$ cat config.mk
export PLATFORM = sky130hd
export DESIGN_NAME = decode_execute_reg_flat
export DESIGN_NICKNAME = d
export VERILOG_FILES = /design/src/rtl/cpu_pkg.sv /design/src/rtl/decode_execute_reg_if.sv /design/src/rtl/wb_bypass.sv /design/src/rtl/decode_execute_reg.sv /design/src/flat_wrapper.sv
export SDC_FILE = /design/constraint.sdc
export NUM_CORES = 1
export LEC_CHECK = 0
export ABC_AREA = 1
export CAP_MARGIN = 20
export CORE_MARGIN = 2
export CORE_UTILIZATION = 39
export CTS_BUF_LIST = sky130_fd_sc_hd__clkbuf_2 sky130_fd_sc_hd__clkbuf_4 sky130_fd_sc_hd__clkbuf_8
export DETAILED_ROUTE_END_ITERATION = 10
export GPL_ROUTABILITY_DRIVEN = 0
export GPL_TIMING_DRIVEN = 0
export PLACE_DENSITY = 0.76
export SYNTH_ARGS = -nofsm -noshare
export SYNTH_HDL_FRONTEND = slang
export SYNTH_SLANG_ARGS = --single-unit
$ cat constraint.sdc
create_clock -name clk -period 5.35 [get_ports clk]
set_input_delay 0.8025 -clock clk [delete_from_list [all_inputs] [get_ports clk]]
set_output_delay 0.8025 -clock clk [all_outputs]
set_load 0.02 [all_outputs]
$ cat src/rtl/cpu_pkg.sv
`default_nettype none
// ============================================================================
// Module   : cpu_pkg
// Brief    : Shared CPU types and constants for the decode/execute boundary.
// Revision : 1.0 - initial release
// ============================================================================
package cpu_pkg;

    // Register 15 holds the PC; its read value comes from the PC logic and
    // must never be replaced by a writeback bypass.
    localparam logic [3:0] PC_REG = 4'd15;

    // Largest value the flush bubble counter can reach before it saturates.
    localparam logic [15:0] BUBBLE_MAX = 16'hFFFF;

    // Decoded control bundle, 16 bits. An all-zero bundle is a NOP: nothing
    // is written, nothing branches and the flags are left alone.
    typedef struct packed {
        logic       reg_write;
        logic       mem_write;
        logic       mem_to_reg;
        logic       alu_src;
        logic       branch;
        logic [2:0] alu_control;
        logic [1:0] flags_write;
        logic [3:0] cond;
        logic [1:0] imm_src;
    } ctrl_t;

    localparam ctrl_t CTRL_NOP = '0;

endpackage
`default_nettype wire

$ cat src/rtl/decode_execute_reg_if.sv
`default_nettype none
// ============================================================================
// Module   : decode_execute_reg_if
// Brief    : Decode-side inputs, writeback port and execute-stage outputs of
//            the decode/execute pipeline register.
// Revision : 1.0 - initial release
// ============================================================================
interface decode_execute_reg_if;
    import cpu_pkg::*;

    // Pipeline control
    logic        stall;
    logic        flush;

    // Decode stage
    logic        valid_d;
    logic [3:0]  ra1_d;
    logic [3:0]  ra2_d;
    logic [31:0] rd1_d;
    logic [31:0] rd2_d;
    logic [3:0]  wa3_d;
    logic [31:0] extimm_d;
    ctrl_t       ctrl_d;

    // Writeback port (same signals that drive the register-file write port)
    logic        we3_w;
    logic [3:0]  wa3_w;
    logic [31:0] wd3_w;

    // Execute stage
    logic        valid_e;
    logic [3:0]  ra1_e;
    logic [3:0]  ra2_e;
    logic [31:0] rd1_e;
    logic [31:0] rd2_e;
    logic [3:0]  wa3_e;
    logic [31:0] extimm_e;
    ctrl_t       ctrl_e;
    logic [15:0] bubble_cnt;

    modport master (
        output stall, flush,
        output valid_d, ra1_d, ra2_d, rd1_d, rd2_d, wa3_d, extimm_d, ctrl_d,
        output we3_w, wa3_w, wd3_w,
        input  valid_e, ra1_e, ra2_e, rd1_e, rd2_e, wa3_e, extimm_e, ctrl_e,
        input  bubble_cnt
    );

    modport slave (
        input  stall, flush,
        input  valid_d, ra1_d, ra2_d, rd1_d, rd2_d, wa3_d, extimm_d, ctrl_d,
        input  we3_w, wa3_w, wd3_w,
        output valid_e, ra1_e, ra2_e, rd1_e, rd2_e, wa3_e, extimm_e, ctrl_e,
        output bubble_cnt
    );

endinterface
`default_nettype wire

$ cat src/rtl/wb_bypass.sv
`default_nettype none
// ============================================================================
// Module   : wb_bypass
// Brief    : Combinational writeback bypass for one source operand. Replaces
//            the read data with the writeback data when the writeback port
//            targets the same register (never the PC register).
// Revision : 1.0 - initial release
// ============================================================================
module wb_bypass
    import cpu_pkg::*;
(
    input  wire logic        en_i,
    input  wire logic [3:0]  ra_i,
    input  wire logic [31:0] rd_i,
    input  wire logic        we3_w_i,
    input  wire logic [3:0]  wa3_w_i,
    input  wire logic [31:0] wd3_w_i,
    output logic [31:0]      rd_o
);

    logic hit;

    // Match compare, then select between register-file data and writeback.
    always_comb begin
        hit  = en_i && we3_w_i && (wa3_w_i == ra_i) && (ra_i != PC_REG);
        rd_o = hit ? wd3_w_i : rd_i;
    end

endmodule
`default_nettype wire

$ cat src/rtl/decode_execute_reg.sv
`default_nettype none
// ============================================================================
// Module   : decode_execute_reg
// Brief    : Decode-to-execute pipeline register with stall, flush (bubble
//            insertion with a saturating bubble counter) and writeback bypass
//            both on capture and while an entry is held by a stall.
// Revision : 1.0 - initial release
// ============================================================================
module decode_execute_reg
    import cpu_pkg::*;
(
    input  wire logic             clk,
    input  wire logic             reset,
    decode_execute_reg_if.slave   bus
);

    // Execute-stage entry state
    logic        valid_e_q,  valid_e_d;
    logic [3:0]  ra1_e_q,    ra1_e_d;
    logic [3:0]  ra2_e_q,    ra2_e_d;
    logic [31:0] rd1_e_q,    rd1_e_d;
    logic [31:0] rd2_e_q,    rd2_e_d;
    logic [3:0]  wa3_e_q,    wa3_e_d;
    logic [31:0] extimm_e_q, extimm_e_d;
    ctrl_t       ctrl_e_q,   ctrl_e_d;
    logic [15:0] bubble_q,   bubble_d;

    // Bypass operand selection: on capture the decode operands are checked,
    // while stalled the held entry's operands are checked instead so a
    // stalled instruction still sees results retiring under it.
    logic        byp_en;
    logic [3:0]  byp_ra1;
    logic [3:0]  byp_ra2;
    logic [31:0] byp_rd1_in;
    logic [31:0] byp_rd2_in;
    logic [31:0] byp_rd1;
    logic [31:0] byp_rd2;

    // Pick which operands feed the bypass units.
    always_comb begin
        byp_en     = bus.stall ? valid_e_q : 1'b1;
        byp_ra1    = bus.stall ? ra1_e_q   : bus.ra1_d;
        byp_ra2    = bus.stall ? ra2_e_q   : bus.ra2_d;
        byp_rd1_in = bus.stall ? rd1_e_q   : bus.rd1_d;
        byp_rd2_in = bus.stall ? rd2_e_q   : bus.rd2_d;
    end

    wb_bypass u_bypass_src1 (
        .en_i    (byp_en),
        .ra_i    (byp_ra1),
        .rd_i    (byp_rd1_in),
        .we3_w_i (bus.we3_w),
        .wa3_w_i (bus.wa3_w),
        .wd3_w_i (bus.wd3_w),
        .rd_o    (byp_rd1)
    );

    wb_bypass u_bypass_src2 (
        .en_i    (byp_en),
        .ra_i    (byp_ra2),
        .rd_i    (byp_rd2_in),
        .we3_w_i (bus.we3_w),
        .wa3_w_i (bus.wa3_w),
        .wd3_w_i (bus.wd3_w),
        .rd_o    (byp_rd2)
    );

    // Next-entry selection: flush beats stall, stall beats capture.
    always_comb begin
        valid_e_d  = valid_e_q;
        ra1_e_d    = ra1_e_q;
        ra2_e_d    = ra2_e_q;
        rd1_e_d    = rd1_e_q;
        rd2_e_d    = rd2_e_q;
        wa3_e_d    = wa3_e_q;
        extimm_e_d = extimm_e_q;
        ctrl_e_d   = ctrl_e_q;
        bubble_d   = bubble_q;

        if (bus.flush) begin
            valid_e_d  = 1'b0;
            ra1_e_d    = '0;
            ra2_e_d    = '0;
            rd1_e_d    = '0;
            rd2_e_d    = '0;
            wa3_e_d    = '0;
            extimm_e_d = '0;
            ctrl_e_d   = CTRL_NOP;
            if (bubble_q != BUBBLE_MAX) begin
                bubble_d = bubble_q + 16'd1;
            end
        end else if (bus.stall) begin
            rd1_e_d = byp_rd1;
            rd2_e_d = byp_rd2;
        end else begin
            // An invalid decode slot still carries its data fields, but its
            // control is forced to NOP so it cannot have side effects.
            valid_e_d  = bus.valid_d;
            ra1_e_d    = bus.ra1_d;
            ra2_e_d    = bus.ra2_d;
            rd1_e_d    = byp_rd1;
            rd2_e_d    = byp_rd2;
            wa3_e_d    = bus.wa3_d;
            extimm_e_d = bus.extimm_d;
            ctrl_e_d   = bus.valid_d ? bus.ctrl_d : CTRL_NOP;
        end
    end

    // Entry register with asynchronous clear.
    always_ff @(posedge clk or posedge reset) begin
        if (reset) begin
            valid_e_q  <= 1'b0;
            ra1_e_q    <= '0;
            ra2_e_q    <= '0;
            rd1_e_q    <= '0;
            rd2_e_q    <= '0;
            wa3_e_q    <= '0;
            extimm_e_q <= '0;
            ctrl_e_q   <= CTRL_NOP;
            bubble_q   <= '0;
        end else begin
            valid_e_q  <= valid_e_d;
            ra1_e_q    <= ra1_e_d;
            ra2_e_q    <= ra2_e_d;
            rd1_e_q    <= rd1_e_d;
            rd2_e_q    <= rd2_e_d;
            wa3_e_q    <= wa3_e_d;
            extimm_e_q <= extimm_e_d;
            ctrl_e_q   <= ctrl_e_d;
            bubble_q   <= bubble_d;
        end
    end

    // Drive the execute-stage outputs straight from the registers.
    always_comb begin
        bus.valid_e    = valid_e_q;
        bus.ra1_e      = ra1_e_q;
        bus.ra2_e      = ra2_e_q;
        bus.rd1_e      = rd1_e_q;
        bus.rd2_e      = rd2_e_q;
        bus.wa3_e      = wa3_e_q;
        bus.extimm_e   = extimm_e_q;
        bus.ctrl_e     = ctrl_e_q;
        bus.bubble_cnt = bubble_q;
    end

endmodule
`default_nettype wire
$ cat src/flat_wrapper.sv
// flat-port wrapper written by rule: the top's interface ports become plain ports
module decode_execute_reg_flat import cpu_pkg::*;
  (clk, reset, bus_stall, bus_flush, bus_valid_d, bus_ra1_d, bus_ra2_d, bus_rd1_d, bus_rd2_d, bus_wa3_d, bus_extimm_d, bus_ctrl_d, bus_we3_w, bus_wa3_w, bus_wd3_w, bus_valid_e, bus_ra1_e, bus_ra2_e, bus_rd1_e, bus_rd2_e, bus_wa3_e, bus_extimm_e, bus_ctrl_e, bus_bubble_cnt);
  decode_execute_reg_if bus_i ();
  input  wire logic clk;
  input  wire logic reset;
  input wire logic [$bits(bus_i.stall)-1:0] bus_stall;
  input wire logic [$bits(bus_i.flush)-1:0] bus_flush;
  input wire logic [$bits(bus_i.valid_d)-1:0] bus_valid_d;
  input wire logic [$bits(bus_i.ra1_d)-1:0] bus_ra1_d;
  input wire logic [$bits(bus_i.ra2_d)-1:0] bus_ra2_d;
  input wire logic [$bits(bus_i.rd1_d)-1:0] bus_rd1_d;
  input wire logic [$bits(bus_i.rd2_d)-1:0] bus_rd2_d;
  input wire logic [$bits(bus_i.wa3_d)-1:0] bus_wa3_d;
  input wire logic [$bits(bus_i.extimm_d)-1:0] bus_extimm_d;
  input wire logic [$bits(bus_i.ctrl_d)-1:0] bus_ctrl_d;
  input wire logic [$bits(bus_i.we3_w)-1:0] bus_we3_w;
  input wire logic [$bits(bus_i.wa3_w)-1:0] bus_wa3_w;
  input wire logic [$bits(bus_i.wd3_w)-1:0] bus_wd3_w;
  output wire logic [$bits(bus_i.valid_e)-1:0] bus_valid_e;
  output wire logic [$bits(bus_i.ra1_e)-1:0] bus_ra1_e;
  output wire logic [$bits(bus_i.ra2_e)-1:0] bus_ra2_e;
  output wire logic [$bits(bus_i.rd1_e)-1:0] bus_rd1_e;
  output wire logic [$bits(bus_i.rd2_e)-1:0] bus_rd2_e;
  output wire logic [$bits(bus_i.wa3_e)-1:0] bus_wa3_e;
  output wire logic [$bits(bus_i.extimm_e)-1:0] bus_extimm_e;
  output wire logic [$bits(bus_i.ctrl_e)-1:0] bus_ctrl_e;
  output wire logic [$bits(bus_i.bubble_cnt)-1:0] bus_bubble_cnt;
  assign bus_i.stall = bus_stall;
  assign bus_i.flush = bus_flush;
  assign bus_i.valid_d = bus_valid_d;
  assign bus_i.ra1_d = bus_ra1_d;
  assign bus_i.ra2_d = bus_ra2_d;
  assign bus_i.rd1_d = bus_rd1_d;
  assign bus_i.rd2_d = bus_rd2_d;
  assign bus_i.wa3_d = bus_wa3_d;
  assign bus_i.extimm_d = bus_extimm_d;
  assign bus_i.ctrl_d = bus_ctrl_d;
  assign bus_i.we3_w = bus_we3_w;
  assign bus_i.wa3_w = bus_wa3_w;
  assign bus_i.wd3_w = bus_wd3_w;
  assign bus_valid_e = bus_i.valid_e;
  assign bus_ra1_e = bus_i.ra1_e;
  assign bus_ra2_e = bus_i.ra2_e;
  assign bus_rd1_e = bus_i.rd1_e;
  assign bus_rd2_e = bus_i.rd2_e;
  assign bus_wa3_e = bus_i.wa3_e;
  assign bus_extimm_e = bus_i.extimm_e;
  assign bus_ctrl_e = bus_i.ctrl_e;
  assign bus_bubble_cnt = bus_i.bubble_cnt;
  decode_execute_reg u_core (.clk(clk), .reset(reset), .bus(bus_i));
endmodule
==> impl_metrics.csv <==
group,metric,value,unit
status,status,"finished clean",
yosys,yosys.area_share.simple,29.1,%
clocking,cts_num_sinks,141,
clocking,post_cts_buffers,0,
placed_design,io_buffers,305,
finish,stdcell_area,10400,sq um
setup_path,regToRegSetupSlack,3.22,ns
global_route,grt_pass1_wl,35600,microns
setup_path,reg2regPathDepth,9,
flow_run,cap_viol_max_count,0,
setup_path,path_class,"in -> reg",
clocking,clk_latency,0.45,ns
clocking,cts_buffer_depth,2,
timing,drv_slew,0,
drt,wirelength,23300,microns
timing,rsz0062_at_grt,"false",
finish,diodes,0,
placed_design,dpl-instance-area,9970,sq um
yosys,synthAdderAreaFrac,0.189,%
yosys,synth-seq-cells,141,
drt,via_count,6727,
setup_path,crit_start,"bus_stall",
floorplanning,die_w,134,microns
yosys,synthesis.instances,779,
setup_path,crit_end,"u_core.bus.rd2_e[10]",
global_route,grt_antenna_before_repair,0,
timing,slew_headroom,52.1,%
yosys,synth-xor-area-share,1.99,%
yosys,ys_warn_count,0,
timing,finalCritPeriodShare,52.8,%
finish,final_cells,1337,
global_route,grt_overflow,0,
finish,fill_cells,1408,
clocking,post_cts_resize_count,0,
power_and_ir_drop,ir_drop,0.214,mV
floorplanning,start_util,39.9,%
placed_design,dp_hpwl,17600,microns
finish,nets,1271,
power_and_ir_drop,leakage,0.00486,uW
setup_path,crit_arrival,3.20,ns
floorplanning,die_area,18000,sq um
setup_path,startpoint_type,"input port",
yosys,ys_types,29,
drt,drc,0,
setup_path,cp_max_fo,10,
global_route,grt_pass1_vias,6702,
finish,drive_gt1_share,5.64,%
floorplanning,core_area,16600,sq um
drt,wl_per_cell,17.4,microns
global_route,track_usage,25.8,%
clocking,clkSlewWorstSetupHoldPaths,0.07,ns
timing,max_freq,354,MHz
yosys,syn-num-nets,946,
setup_path,r2r-start,"u_core.bus.valid_e",
clocking,cts_buffers,17,
drt,viasPerCell,5.03,
yosys,synth_flop_cell,"dfrtp_1",
setup_path,end_kind,"flop",
drt,antenna_left,0,
yosys,synth_most_common_cell,"nand2_1",
yosys,synth_compound_gate_area_share,10.5,%
placed_design,dpl.cell_count,1305,
yosys,synthTopCellsByCount,"353 x nand2_1, 141 x dfrtp_1, 46 x nand3_1",
power_and_ir_drop,p_per_area,272,nW/um^2
yosys,synth.top_cell.area_share,53.3,%
clocking,tritoncts,"built",
setup_path,cp.required,5.73,ns
timing,worst_pin_slew,0.719,ns
worst_hold_path,min_path_type,"reg -> reg",
timing,hold_violations,0,
timing,worst_hold_slack,0.482,ns
clocking,holdBufCountCts,0,
yosys,synth_edf_count,0,
global_route,grt_max_degree,98,
yosys,synthArstFlopShare,100,%
yosys,synth.largest_area_cell,"dfrtp_1",
setup_path,r2r_end,"u_core.bus.rd2_e[10]",
finish,area_growth,57.0,%
drt,detail_route.iter0.violations,332,
timing,finClkSkew,0.00955,ns
yosys,syn_avg_cell_area,8.49,sq um
yosys,synth_area_leaders,"dfrtp_1 53%, nand2_1 20%, a22o_1 4.8%, nand3_1 3.5%, nand4_1 3.1%",
clocking,root_buffer,"clkbuf_8",
timing,setup_viol,0,
timing,fin_crit,2.82,ns
clocking,ctsHtreeMaxLevel,4,
floorplanning,fp.dieH,134,microns
drt,first_pass_iters,5,
floorplanning,rows,47,
yosys,syn_area,6610,sq um
yosys,synth_top_family_by_area,"simple AND/OR/NAND/NOR gates",
yosys,ys_seq_area_share,53.3,%
floorplanning,ios,307,
yosys,synthMuxAreaShare,0,%
[metal layers]
layer	share of wire [%]	GRT usage [%]
met1	39	30.8
met2	48	43.6
met3	9.4	7.97
met4	2.9	9.71
met5	0	0
[worst min path at each step]
| stage | startpoint | endpoint | slack, ns | cells after the start |
|---|---|---|---|---|
| 5_1_grt | u_core.bus.rd2_e[20] | u_core.bus.rd2_e[20] | 0.50 | 2 |
| 6_report | u_core.bus.rd2_e[28] | u_core.bus.rd2_e[28] | 0.48 | 2 |
| 2_1_floorplan | u_core.bus.rd2_e[0] | u_core.bus.rd2_e[0] | 0.59 | 2 |
| 4_1_cts | u_core.bus.rd2_e[20] | u_core.bus.rd2_e[20] | 0.49 | 2 |
| 3_3_place_gp | u_core.bus.rd2_e[22] | u_core.bus.rd2_e[22] | 0.46 | 2 |
| 3_5_place_dp | u_core.bus.rd2_e[7] | u_core.bus.rd2_e[7] | 0.47 | 2 |
[cells by family (layout without fill, tap and decap cells)]
family,Yosys count,after routing
AOI/OAI and AO/OA,95,95
xor gates and xnor gates,15,15
buffers and inverters,68,406
adders and majority gates,1,1
and+or+nand+nor,459,459
DFF,141,141
[final cells by class]
cell class	count	area [sq um]	area share, %
buffer	52	263	2.53
clock buffer	23	298	2.87
clock inverter	9	110	1.06
inverter	16	65.1	0.627
multi-input combinational	570	2760	26.6
sequential	141	3530	34.0
tap	220	275	2.65
timing repair buffer	306	3080	29.7
[state kept, by name, indices dropped and copies added (netlist names), 4 cells and up]
signal and flops:
u_core.bus.extimm_e 32, u_core.bus.wa3_e 4, u_core.bus.rd1_e 32, u_core.bus.ra2_e 4, u_core.bus.ctrl_e 16, u_core.bus.bubble_cnt 16
u_core.bus.rd2_e 32, u_core.bus.ra1_e 4
[placed cells by master (no fill, tap or decap), types with 3 or more instances in the layout]
master and instances:
nand2_1 353, xor2_1 9, nor2_1 15, clkinvlp_4 3, o21ai_0 33, buf_4 7, inv_1 14, buf_1 9
buf_6 4, nand4_1 33, clkbuf_1 23, nand3_1 46, a32o_1 16, nor2_4 4, clkbuf_4 3, a21oi_1 7
clkbuf_8 20, dfrtp_1 141, xnor2_1 6, buf_2 9, a22o_1 36, clkdlybuf4s50_1 305
[worst max-delay path, cell delays in order]
cell and delay (ns):
clkdlybuf4s50_1 0.59, buf_6 0.18, nand2_1 0.08, nand3_1 0.10, nand4_2 0.33, nor2_4 0.36, nor2_2 0.17, nor2_4 0.23
buf_4 0.22, nand2_1 0.07, nand2_1 0.06
[through the flow]
| step | utilization (%) | TNS [ns] | total power, uW | worst slack [ns] |
|---|---|---|---|---|
| 3_5_place_dp | 60.1 | 0 | 1960 | 2.08 |
| 6_report | 62.6 | 0 | 2820 | 2.53 |
| 5_1_grt | 62.6 | 0 | 2950 | 2.36 |
| 3_3_place_gp | 60.0 | -183.88 | 1950 | -1.31 |
| 2_1_floorplan | - | 0 | 1560 | 0.766 |
| 4_1_cts | 62.6 | 0 | 2840 | 2.55 |
[where the power goes]
part           total, uW  switching (uW)  internal (uW)
logic                717             373            343
registers           1220            69.7           1150
clock network        881             414            468
Note: power is estimated with default switching activity, not from simulation.
